<file path="src/rtl/video_page_engine.sv">
// Video page command engine: fill/copy/blit/select over a single-port 4-page RAM, owns scanout page pointers.
// Build option: define VIDEO_BLIT_VSYNC_EN to hold blits until the next vsync_start pulse.
module video_page_engine #(
    parameter int PAGE_PIXELS = 64000
) (
    input  logic        clk,
    input  logic        reset,
    input  logic        cmd_valid,
    output logic        cmd_ready,
    input  logic [1:0]  cmd_op,
    input  logic [7:0]  cmd_dst,
    input  logic [7:0]  cmd_src,
    input  logic [3:0]  cmd_color,
    input  logic        vsync_start,
    output logic [17:0] mem_addr,
    output logic        mem_we,
    output logic [3:0]  mem_wdata,
    input  logic [3:0]  mem_rdata,
    output logic [1:0]  display_page,
    output logic [1:0]  work_page,
    output logic        busy
);

    localparam logic [15:0] LAST_PIX = 16'(PAGE_PIXELS - 1);

    localparam logic [1:0] OP_FILL   = 2'd0;
    localparam logic [1:0] OP_COPY   = 2'd1;
    localparam logic [1:0] OP_BLIT   = 2'd2;
    localparam logic [1:0] OP_SELECT = 2'd3;

    typedef enum logic [2:0] {
        IDLE,
        FILL,
        COPY_RD,
        COPY_WR,
        WAIT_VS,
        DONE
    } state_t;

    state_t      state, state_n;
    logic [15:0] cnt, cnt_n;
    logic [1:0]  dst_pg, dst_n;
    logic [1:0]  src_pg, src_n;
    logic [3:0]  color, color_n;
    logic        blit_keep, keep_n;
    logic        blit_swap, swap_n;
    logic [1:0]  disp_q, disp_n;
    logic [1:0]  back_q, back_n;
    logic [1:0]  work_q, work_n;

    logic        blit_go, go_keep, go_swap;
    logic [1:0]  go_page;

    logic [17:0] addr_q, addr_n;
    logic        we_q, we_n;
    logic [3:0]  wdata_q, wdata_n;
    logic        ready_q, busy_q;

    function automatic logic [1:0] resolve(input logic [7:0] id,
                                           input logic [1:0] disp,
                                           input logic [1:0] back);
        if (id < 8'd4)
            return id[1:0];
        else if (id == 8'hFE)
            return disp;
        else if (id == 8'hFF)
            return back;
        else
            return 2'd0;
    endfunction

    always_comb begin
        state_n = state;
        cnt_n   = cnt;
        dst_n   = dst_pg;
        src_n   = src_pg;
        color_n = color;
        keep_n  = blit_keep;
        swap_n  = blit_swap;
        disp_n  = disp_q;
        back_n  = back_q;
        work_n  = work_q;
        blit_go = 1'b0;
        go_keep = blit_keep;
        go_swap = blit_swap;
        go_page = dst_pg;

        case (state)
            IDLE: begin
                if (cmd_valid) begin
                    dst_n   = resolve(cmd_dst, disp_q, back_q);
                    src_n   = resolve(cmd_src, disp_q, back_q);
                    color_n = cmd_color;
                    keep_n  = (cmd_dst == 8'hFE);
                    swap_n  = (cmd_dst == 8'hFF);
                    cnt_n   = '0;
                    case (cmd_op)
                        OP_FILL: state_n = FILL;
                        OP_COPY: state_n = COPY_RD;
                        OP_BLIT: begin
`ifdef VIDEO_BLIT_VSYNC_EN
                            state_n = WAIT_VS;
`else
                            blit_go = 1'b1;
                            go_keep = keep_n;
                            go_swap = swap_n;
                            go_page = dst_n;
                            state_n = DONE;
`endif
                        end
                        OP_SELECT: begin
                            work_n  = dst_n;
                            state_n = DONE;
                        end
                        default: state_n = IDLE;
                    endcase
                end
            end
            FILL: begin
                if (cnt == LAST_PIX)
                    state_n = DONE;
                else
                    cnt_n = cnt + 16'd1;
            end
            COPY_RD: state_n = COPY_WR;
            COPY_WR: begin
                if (cnt == LAST_PIX) begin
                    state_n = DONE;
                end else begin
                    cnt_n   = cnt + 16'd1;
                    state_n = COPY_RD;
                end
            end
            WAIT_VS: begin
                if (vsync_start) begin
                    blit_go = 1'b1;
                    state_n = DONE;
                end
            end
            DONE:    state_n = IDLE;
            default: state_n = IDLE;
        endcase

        // Blit: 0xFF flips front/back, 0xFE leaves pointers alone, anything else retargets the front page.
        if (blit_go) begin
            if (go_swap) begin
                disp_n = back_q;
                back_n = disp_q;
            end else if (!go_keep) begin
                disp_n = go_page;
            end
        end
    end

    // Memory-port outputs are computed for the state being entered so they register alongside it.
    always_comb begin
        we_n    = 1'b0;
        addr_n  = '0;
        wdata_n = wdata_q;
        case (state_n)
            FILL: begin
                we_n    = 1'b1;
                addr_n  = {dst_n, cnt_n};
                wdata_n = color_n;
            end
            COPY_RD: addr_n = {src_n, cnt_n};
            COPY_WR: begin
                we_n   = 1'b1;
                addr_n = {dst_n, cnt_n};
            end
            default: ;
        endcase
    end

    always_ff @(posedge clk) begin
        if (!reset) begin
            state   <= IDLE;
            cnt     <= '0;
            disp_q  <= 2'd2;
            back_q  <= 2'd1;
            work_q  <= 2'd2;
            addr_q  <= '0;
            we_q    <= 1'b0;
            wdata_q <= '0;
            ready_q <= 1'b1;
            busy_q  <= 1'b0;
        end else begin
            state   <= state_n;
            cnt     <= cnt_n;
            disp_q  <= disp_n;
            back_q  <= back_n;
            work_q  <= work_n;
            addr_q  <= addr_n;
            we_q    <= we_n;
            wdata_q <= wdata_n;
            ready_q <= (state_n == IDLE);
            busy_q  <= (state_n != IDLE);
        end
    end

    always_ff @(posedge clk) begin
        dst_pg    <= dst_n;
        src_pg    <= src_n;
        color     <= color_n;
        blit_keep <= keep_n;
        blit_swap <= swap_n;
    end

    assign cmd_ready    = ready_q;
    assign busy         = busy_q;
    assign mem_addr     = addr_q;
    assign mem_we       = we_q;
    // Copy data is only available the cycle after the read, so it is forwarded straight to the write port.
    assign mem_wdata    = (state == COPY_WR) ? mem_rdata : wdata_q;
    assign display_page = disp_q;
    assign work_page    = work_q;

endmodule

</file>
<file path="config.mk">
export PLATFORM = sky130hd
export DESIGN_NAME = video_page_engine
export DESIGN_NICKNAME = d
export VERILOG_FILES = /design/src/rtl/video_page_engine.sv
export SDC_FILE = /design/constraint.sdc
export NUM_CORES = 1
export LEC_CHECK = 0
export ABC_AREA = 1
export BUFFER_PORTS_ARGS = -buffer_cell sky130_fd_sc_hd__buf_4
export CELL_PAD_IN_SITES_DETAIL_PLACEMENT = 1
export CELL_PAD_IN_SITES_GLOBAL_PLACEMENT = 1
export CORE_MARGIN = 2
export CORE_UTILIZATION = 37
export CTS_CLUSTER_DIAMETER = 60
export DETAILED_ROUTE_END_ITERATION = 10
export GPL_TIMING_DRIVEN = 0
export PLACE_DENSITY = 0.79
export SLEW_MARGIN = 20
export SYNTH_ARGS = -nofsm -noshare
export SYNTH_HDL_FRONTEND = slang
export SYNTH_SLANG_ARGS = --single-unit
</file>
<file path="constraint.sdc">
create_clock -name clk -period 2.3 [get_ports clk]
set_input_delay 0.23 -clock clk [delete_from_list [all_inputs] [get_ports clk]]
set_output_delay 0.23 -clock clk [all_outputs]
set_load 0.1 [all_outputs]
</file>
# == Yosys cells after proc, flatten, opt, wreduce, memory -nomap -nowiden ==
# Index checks and enable logic that the tools add are counted.
# word_totals
wordCells,84
ff_bits,60
# classes
n_eq_ne,16
magnitude_cmp,2
n_reduce_logical,11
n_mux,39
addsub,1
# op_table
operator,n
case mux 18 bit (2 select lines),1
"equality test 8 bit, second input constant",4
2-to-1 mux 16 bit,2
case mux 16 bit (2 select lines),1
2-to-1 mux 2 bit,15
"adder 16 x 1 -> 16 bit, second input constant",1
"equality test 16 bit, second input constant",1
"less-than comparator 8 x 3 -> 1 bit, second input constant",2
case mux 3 bit (5 select lines),1
"equality test 3 x 2 -> 1 bit, second input constant",4
2-to-1 mux 3 bit,4
2-to-1 mux 4 bit,3
2-to-1 mux 1 bit,10
case mux 3 bit (3 select lines),1
"equality test 3 x 1 -> 1 bit, second input constant",2
zero test 3 bit,2
AND reduction 2 bit,3
OR reduction 2 bit,3
"equality test 2 bit, second input constant",2
"equality test 3 bit, second input constant",1
AND reduction 3 bit,1
nonzero test 3 bit,1
"equality test 2 x 1 -> 1 bit, second input constant",1
zero test 2 bit,1
other kinds (2),2

# == Longest topological paths before layout ==
# Gate-level depths: netlist (run 1).
# depth
ltp_word,9
depth_mapped,12
mapped_depth_nobuf,12

# == Worst setup path after synthesis (run 1) ==
# OpenSTA, ideal clock, no wires.
# synth_timing
kind,reg2out
from,register state[2]
to,output mem_wdata[0]
arrival_ns,2.748
path_stages_with_launch,5
path_buffers,0
path_slack_ns,-0.678
path_cell_list,dfxtp_1 nor2_4 inv_4 nor2_8 o21ai_0
# synth_via
elab_chain_len,2
# synth_lines
element,line_no,text
start: declaration,40,"state_t state, state_n;"
start signal: assignment,188,state <= state_n;
equality test 3 x 2 -> 1 bit,214,assign mem_wdata = (state == COPY_WR) ? mem_rdata : wdata_q;
2-to-1 mux 4 bit,214,
end: declaration,17,"output logic [3:0] mem_wdata,"
# Every way passes these cells.

# == Final worst setup path (run 1) ==
# layout_timing
from,register state[0]
to,output mem_wdata[3]
# Same word-level chain as after synthesis.

==> flow_summary.toml, run 1 <==
[synth]
yosys.area.top_type = "dfxtp_1"
synthDistinctLibCells = 35
synth-edff-count = 2
ys_seq_elements = 60
ys.warnings.count = 0
netlist_instances = 449
async_flop_share_pct = 0
yosysTopAreaCellShare_pct = 37.19
syn-mean-instance-area_um2 = 6.953
netlist_area_um2 = 3122
synth_top_flop_cell = "dfxtp_1"
synth.area.top_cells = "dfxtp_1, nand2_1, inv_1, nand3_1, nor2_1"
syn-num-nets = 480
seq_area_frac_synth_pct = 39.12

[sta]
hold_slack_ns = 0.1132
fin_crit_sh_pct = 90.05
finalSetupTns_ns = 0
rsz0062_at_grt = "no"
finalSetupViolCount = 0
hold_viol = 0
tightest_slew_ns = 0.7301
drv_slew = 0
period_minus_slack_ns = 2.071
clock_skew_ns = 0.01003
fin_ws_ns = 0.2288
slew_headroom_pct = 51.33
max_freq_mhz = 482.8

[worst_setup_path]
critPathSlowestCell = "dfxtp_1"
rrSetupSlack_ns = 0.47
slowest_delay_ns = 0.41
crit_path_start = "state[0]"
cp_num_buf_inv = 3
path_class = "flip-flop to output port"
critical-path-top-delay-family = "buffers and inverters"
arrival_ns = 1.84
required_ns = 2.07
rr_worst_depth = 8
cp-start-kind = "flip-flop"
crit_path_end_kind = "output port"
r2r_start = "cnt[1]"
path_cells = "inv_2 -> nor2_4 -> inv_4 -> nor2_8 -> nand2_1 -> o21ai_0 -> buf_4"
crit_fanout = 9
timing.rr.end = "mem_addr[14]"

[die]
io_pins = 59
core_area_um2 = 8217
die_area_um2 = 9188
dieWidth_um = 95.86
initial_core_util_pct = 37.99
die_y_um = 95.86
rows = 33

[clock_tree]
clockRootBuffer = "clkbuf_8"
holdBufCountCts = 0
cts_tree = "done"
cts_buffers = 9
clock_latency_ns = 0.36
ctsResizeCount = 0
post_cts.repair.setup_buffers = 0
clk_pin_slew_ns = 0.07
clockBufferDepth = 2
htreeDepth = 3
cts_num_sinks = 60

[place]
numPortBuffers = 58
pre_cts_slack_ns = 0.4350
dp_hpwl_um = 6624
place.gp.congestion = 0.8996
place_inst = 612

[route]
drt-pass1-iter-count = 4
vias_per_cell = 4.874
drc = 0
drtIter0Drc = 59
drt_wl_total_um = 8832
vias = 3061
wl_per_cell_um = 14.06
antenna_left = 0

[layout]
syn2layout_area_growth_pct = 25.85
final_cell_mix = "nand2_1, inv_1, dfxtp_1, buf_4, nor2_1"
final_cells = 628
nFillCells = 1091
multi_input_area_um2 = 1574
layout_commonest_cell = "nand2_1"
fin_util_pct = 47.81
antenna_cells = 0
seqCellArea_um2 = 1221
layout.nets = 549
drive_above_1_share_pct = 24.47

[run]
drv_cap = 0

[global_route]
grt-ovfl-total = 0
track_usage_pct = 20.99
antenna_found_initial = 0
grt_max_degree = 11
grt_pass1_wl_um = 14730
grt_pass1_vias = 3145

[pwr]
peakVddDrop_mv = 0.6264
p_per_area_nw_per_um2 = 977.7
p_leak_nw = 2.004

[hold_path]
holdPathEnd = "color[0]"
hold_depth = 3
hold_path_class = "primary input to flip-flop"
hold_start = "cmd_color[0]"

[outcome]
status = "finished, final reports clean"
per-layer routing:
metal | track usage [%] | up-vias | share of wire, %
li1 | - | 1553 | -
met1 | 26.45 | 1436 | 47
met2 | 35.37 | 56 | 47
met3 | 3.446 | 16 | 3.9
met4 | 9.048 | 0 | 2.0
met5 | 0 | - | 0
worst max path at each step:
| stage | end | slack (ns) | cells past startpoint |
|---|---|---|---|
| 2_1_floorplan | mem_wdata[0] | -0.68 | 4 |
| 3_3_place_gp | mem_addr[0] | 0.47 | 8 |
| 3_5_place_dp | mem_addr[9] | 0.44 | 5 |
| 4_1_cts | mem_wdata[3] | 0.19 | 7 |
| 5_1_grt | mem_wdata[1] | 0.11 | 7 |
| 6_report | mem_wdata[3] | 0.23 | 7 |
per-stage QoR:
step | total power (W) | area, um2
2_1_floorplan | 0.002387 | 3122
3_3_place_gp | 0.002700 | 3689
3_5_place_dp | 0.002736 | 3689
4_1_cts | 0.003872 | 3929
5_1_grt | 0.004052 | 3929
6_report | 0.003841 | 3929
flip-flops by register name, summed over array words and instances, names as in the netlist:
register,count
back_q,2
blit_keep,1
blit_swap,1
busy,1
cmd_ready,1
cnt,16
color,4
display_page,2
dst_pg,2
mem_addr,18
mem_we,1
src_pg,2
state,3
wdata_q,4
work_page,2
cells by family after synthesis:
family / after synthesis / synth area share (%)
buf+inv: 85 / 10.46
compound gates: 47 / 8.978
simple gates: 253 / 40.20
fa+ha+maj: 1 / 0.4007
xor+xnor: 3 / 0.8418
flops: 60 / 39.12
report_power, final:
| group | switching (W) | total, W | internal (W) |
|---|---|---|---|
| clock | 0.000438 | 0.00113 | 0.000690 |
| combinational | 0.00108 | 0.00144 | 0.000361 |
| sequential | 0.0000858 | 0.00128 | 0.00119 |
synth_stat cells, types with 5 or more instances:
master   instances
a21oi_1         14
dfxtp_1         58
inv_1           68
inv_2           10
nand2_1        112
nand2_4          5
nand3_1         34
nand4_1         14
nor2_1          43
nor2_2          16
nor2_4           5
nor3_1           8
o21ai_0         17
cell type report:
class | instances | area share, %
plain buffers | 5 | 0.5414
flip-flops and latches | 60 | 31.08
clock buffers | 14 | 5.223
clock inverters | 2 | 0.8917
well taps | 105 | 3.344
repair buffers | 58 | 11.08
inverters | 80 | 7.771
multi-input cells | 304 | 40.06
worst reg2reg max path: stages (launching register included):
cell     delay, ns
dfxtp_1       0.35
ha_1          0.22
nand3_2       0.17
nor2_8        0.19
nand2_4       0.11
a21oi_4       0.32
o21ai_4       0.12
inv_4         0.17
nor2_2        0.06
(Power assumes the default switching activity.)
==> inputs of run 2 (changes only) <==
--- a/config.mk
+++ b/config.mk
@@ -7,14 +7,12 @@
 export LEC_CHECK = 0
 export ABC_AREA = 1
 export BUFFER_PORTS_ARGS = -buffer_cell sky130_fd_sc_hd__buf_4
-export CELL_PAD_IN_SITES_DETAIL_PLACEMENT = 1
-export CELL_PAD_IN_SITES_GLOBAL_PLACEMENT = 1
 export CORE_MARGIN = 2
 export CORE_UTILIZATION = 37
 export CTS_CLUSTER_DIAMETER = 60
 export DETAILED_ROUTE_END_ITERATION = 10
 export GPL_TIMING_DRIVEN = 0
-export PLACE_DENSITY = 0.79
+export PLACE_DENSITY = 0.6
 export SLEW_MARGIN = 20
 export SYNTH_ARGS = -nofsm -noshare
 export SYNTH_HDL_FRONTEND = slang
==> run 2 against run 1 <==
- setup slack better by 0.0097 ns
- core utilization is 0.20 points lower
- worst hold slack worse by 0.014 ns
- sequential power hardly changed
- clock power is 5% lower
- clock skew is 0.0015 ns lower
- combinational power hardly changed
- non-clock buffer count stayed put
- final cell count stayed put
==> flow_summary.toml, run 2 (same netlist as run 1, synthesis figures left out) <==
[outcome]
status = "finished, final reports clean"

[route]
vias_per_cell = 4.739
drtIter0Drc = 168
wl_per_cell_um = 11.90
drt_wl_total_um = 7474
drt-pass1-iter-count = 4
vias = 2976
antenna_left = 0
drc = 0

[worst_setup_path]
rr_worst_depth = 8
rrSetupSlack_ns = 0.48
crit_path_start = "state[0]"
crit_path_end_kind = "output port"
crit_fanout = 9
r2r_start = "cnt[1]"
cp-endpoint = "mem_wdata[0]"
timing.rr.end = "mem_addr[14]"
arrival_ns = 1.83
cp-start-kind = "flip-flop"
path_class = "flip-flop to output port"
required_ns = 2.07

[layout]
largest_reg_flops = 18
nFillCells = 845
layout.nets = 549
antenna_cells = 0
layout_commonest_cell = "nand2_1"
drive_above_1_share_pct = 24.67
final_cells = 628
syn2layout_area_growth_pct = 25.33
final_cell_mix = "nand2_1, inv_1, dfxtp_1, buf_4, nor2_1"

[hold_path]
hold_path_class = "primary input to flip-flop"

[pwr]
p_per_area_nw_per_um2 = 957.8
p_leak_nw = 1.983
peakVddDrop_mv = 0.5483

[sta]
finalSetupViolCount = 0
slew_headroom_pct = 55.22
rsz0062_at_grt = "no"
max_freq_mhz = 485.1
hold_viol = 0
fin_ws_ns = 0.2385
period_minus_slack_ns = 2.061
fin_crit_sh_pct = 89.63
tightest_slew_ns = 0.6717
clock_skew_ns = 0.008495
drv_slew = 0

[global_route]
grt_pass1_vias = 2717
grt_pass1_wl_um = 12540
track_usage_pct = 17.89
grt_max_degree = 13
antenna_found_initial = 0
grt-ovfl-total = 0

[clock_tree]
clockBufferDepth = 2
clock_latency_ns = 0.35
htreeDepth = 3
cts_tree = "done"
cts_num_sinks = 60
clockRootBuffer = "clkbuf_8"
cts_buffers = 9
post_cts.repair.setup_buffers = 0
ctsResizeCount = 0
holdBufCountCts = 0
clk_pin_slew_ns = 0.08

[place]
dp_hpwl_um = 5567
numPortBuffers = 58
place.gp.congestion = 0.9147
place_inst = 612
pre_cts_slack_ns = 0.4782

[die]
io_pins = 59
core_area_um2 = 8217
die_y_um = 95.86
dieWidth_um = 95.86
rows = 33
die_area_um2 = 9188
initial_core_util_pct = 37.99

[run]
drv_cap = 0
[run 2: layout make-up]
cell class	instances	area, um2	area share (%)
Multi-Input combinational cell	304	1574	40.23
Inverter	80	305.3	7.803
Sequential cell	60	1221	31.21
Clock buffer	9	123.9	3.166
Clock inverter	7	100.1	2.558
Timing Repair Buffer	58	435.4	11.13
Tap cell	105	131.4	3.358
Buffer	5	21.27	0.5437
[run 2: worst min-delay path by stage]
stage                       startpoint           end  cells after the start
after global placement    work_page[1]  work_page[1]                      2
after CTS                 cmd_color[2]      color[2]                      3
after floorplan           cmd_color[0]      color[0]                      2
after global routing      cmd_color[3]      color[3]                      3
after detailed placement  work_page[1]  work_page[1]                      2
final                     cmd_color[2]      color[2]                      3
[run 2: report_power, final]
part / leakage, nW / internal [W] / switching, W / total [W]
Sequential: 0.493 / 0.00119 / 0.0000814 / 0.00127
Combinational: 1.39 / 0.000361 / 0.00105 / 0.00141
Clock: 0.102 / 0.000614 / 0.000456 / 0.00107
[run 2: worst max-delay path, stage by stage, from the launching register on]
cell and delay [ns]:
dfxtp_1 0.41, inv_2 0.07, nor2_4 0.24, inv_4 0.12, nor2_8 0.17, nand2_1 0.06
o21ai_0 0.08, buf_4 0.32
[run 2: metrics by stage]
stage	instance area [um2]	power, W	util, %	hold slack (ns)	setup TNS [ns]
after floorplan	3122	0.002387	-	0.3651	-2.713
after global placement	3689	0.002693	44.89	0.4527	0
after detailed placement	3689	0.002711	44.89	0.4526	0
after CTS	3913	0.003786	47.62	0.09628	0
after global routing	3913	0.003963	47.62	0.1196	0
final	3913	0.003747	47.62	0.09899	0
[run 2: per-layer routing]
| layer | routed length, um | GRT usage, % | share of wire, % |
|---|---|---|---|
| met2 | 3390 | 27.91 | 45 |
| met5 | 0 | 0 | 0 |
| met3 | 409 | 3.289 | 5.5 |
| met1 | 3538 | 23.63 | 47 |
| met4 | 136 | 9.048 | 1.8 |
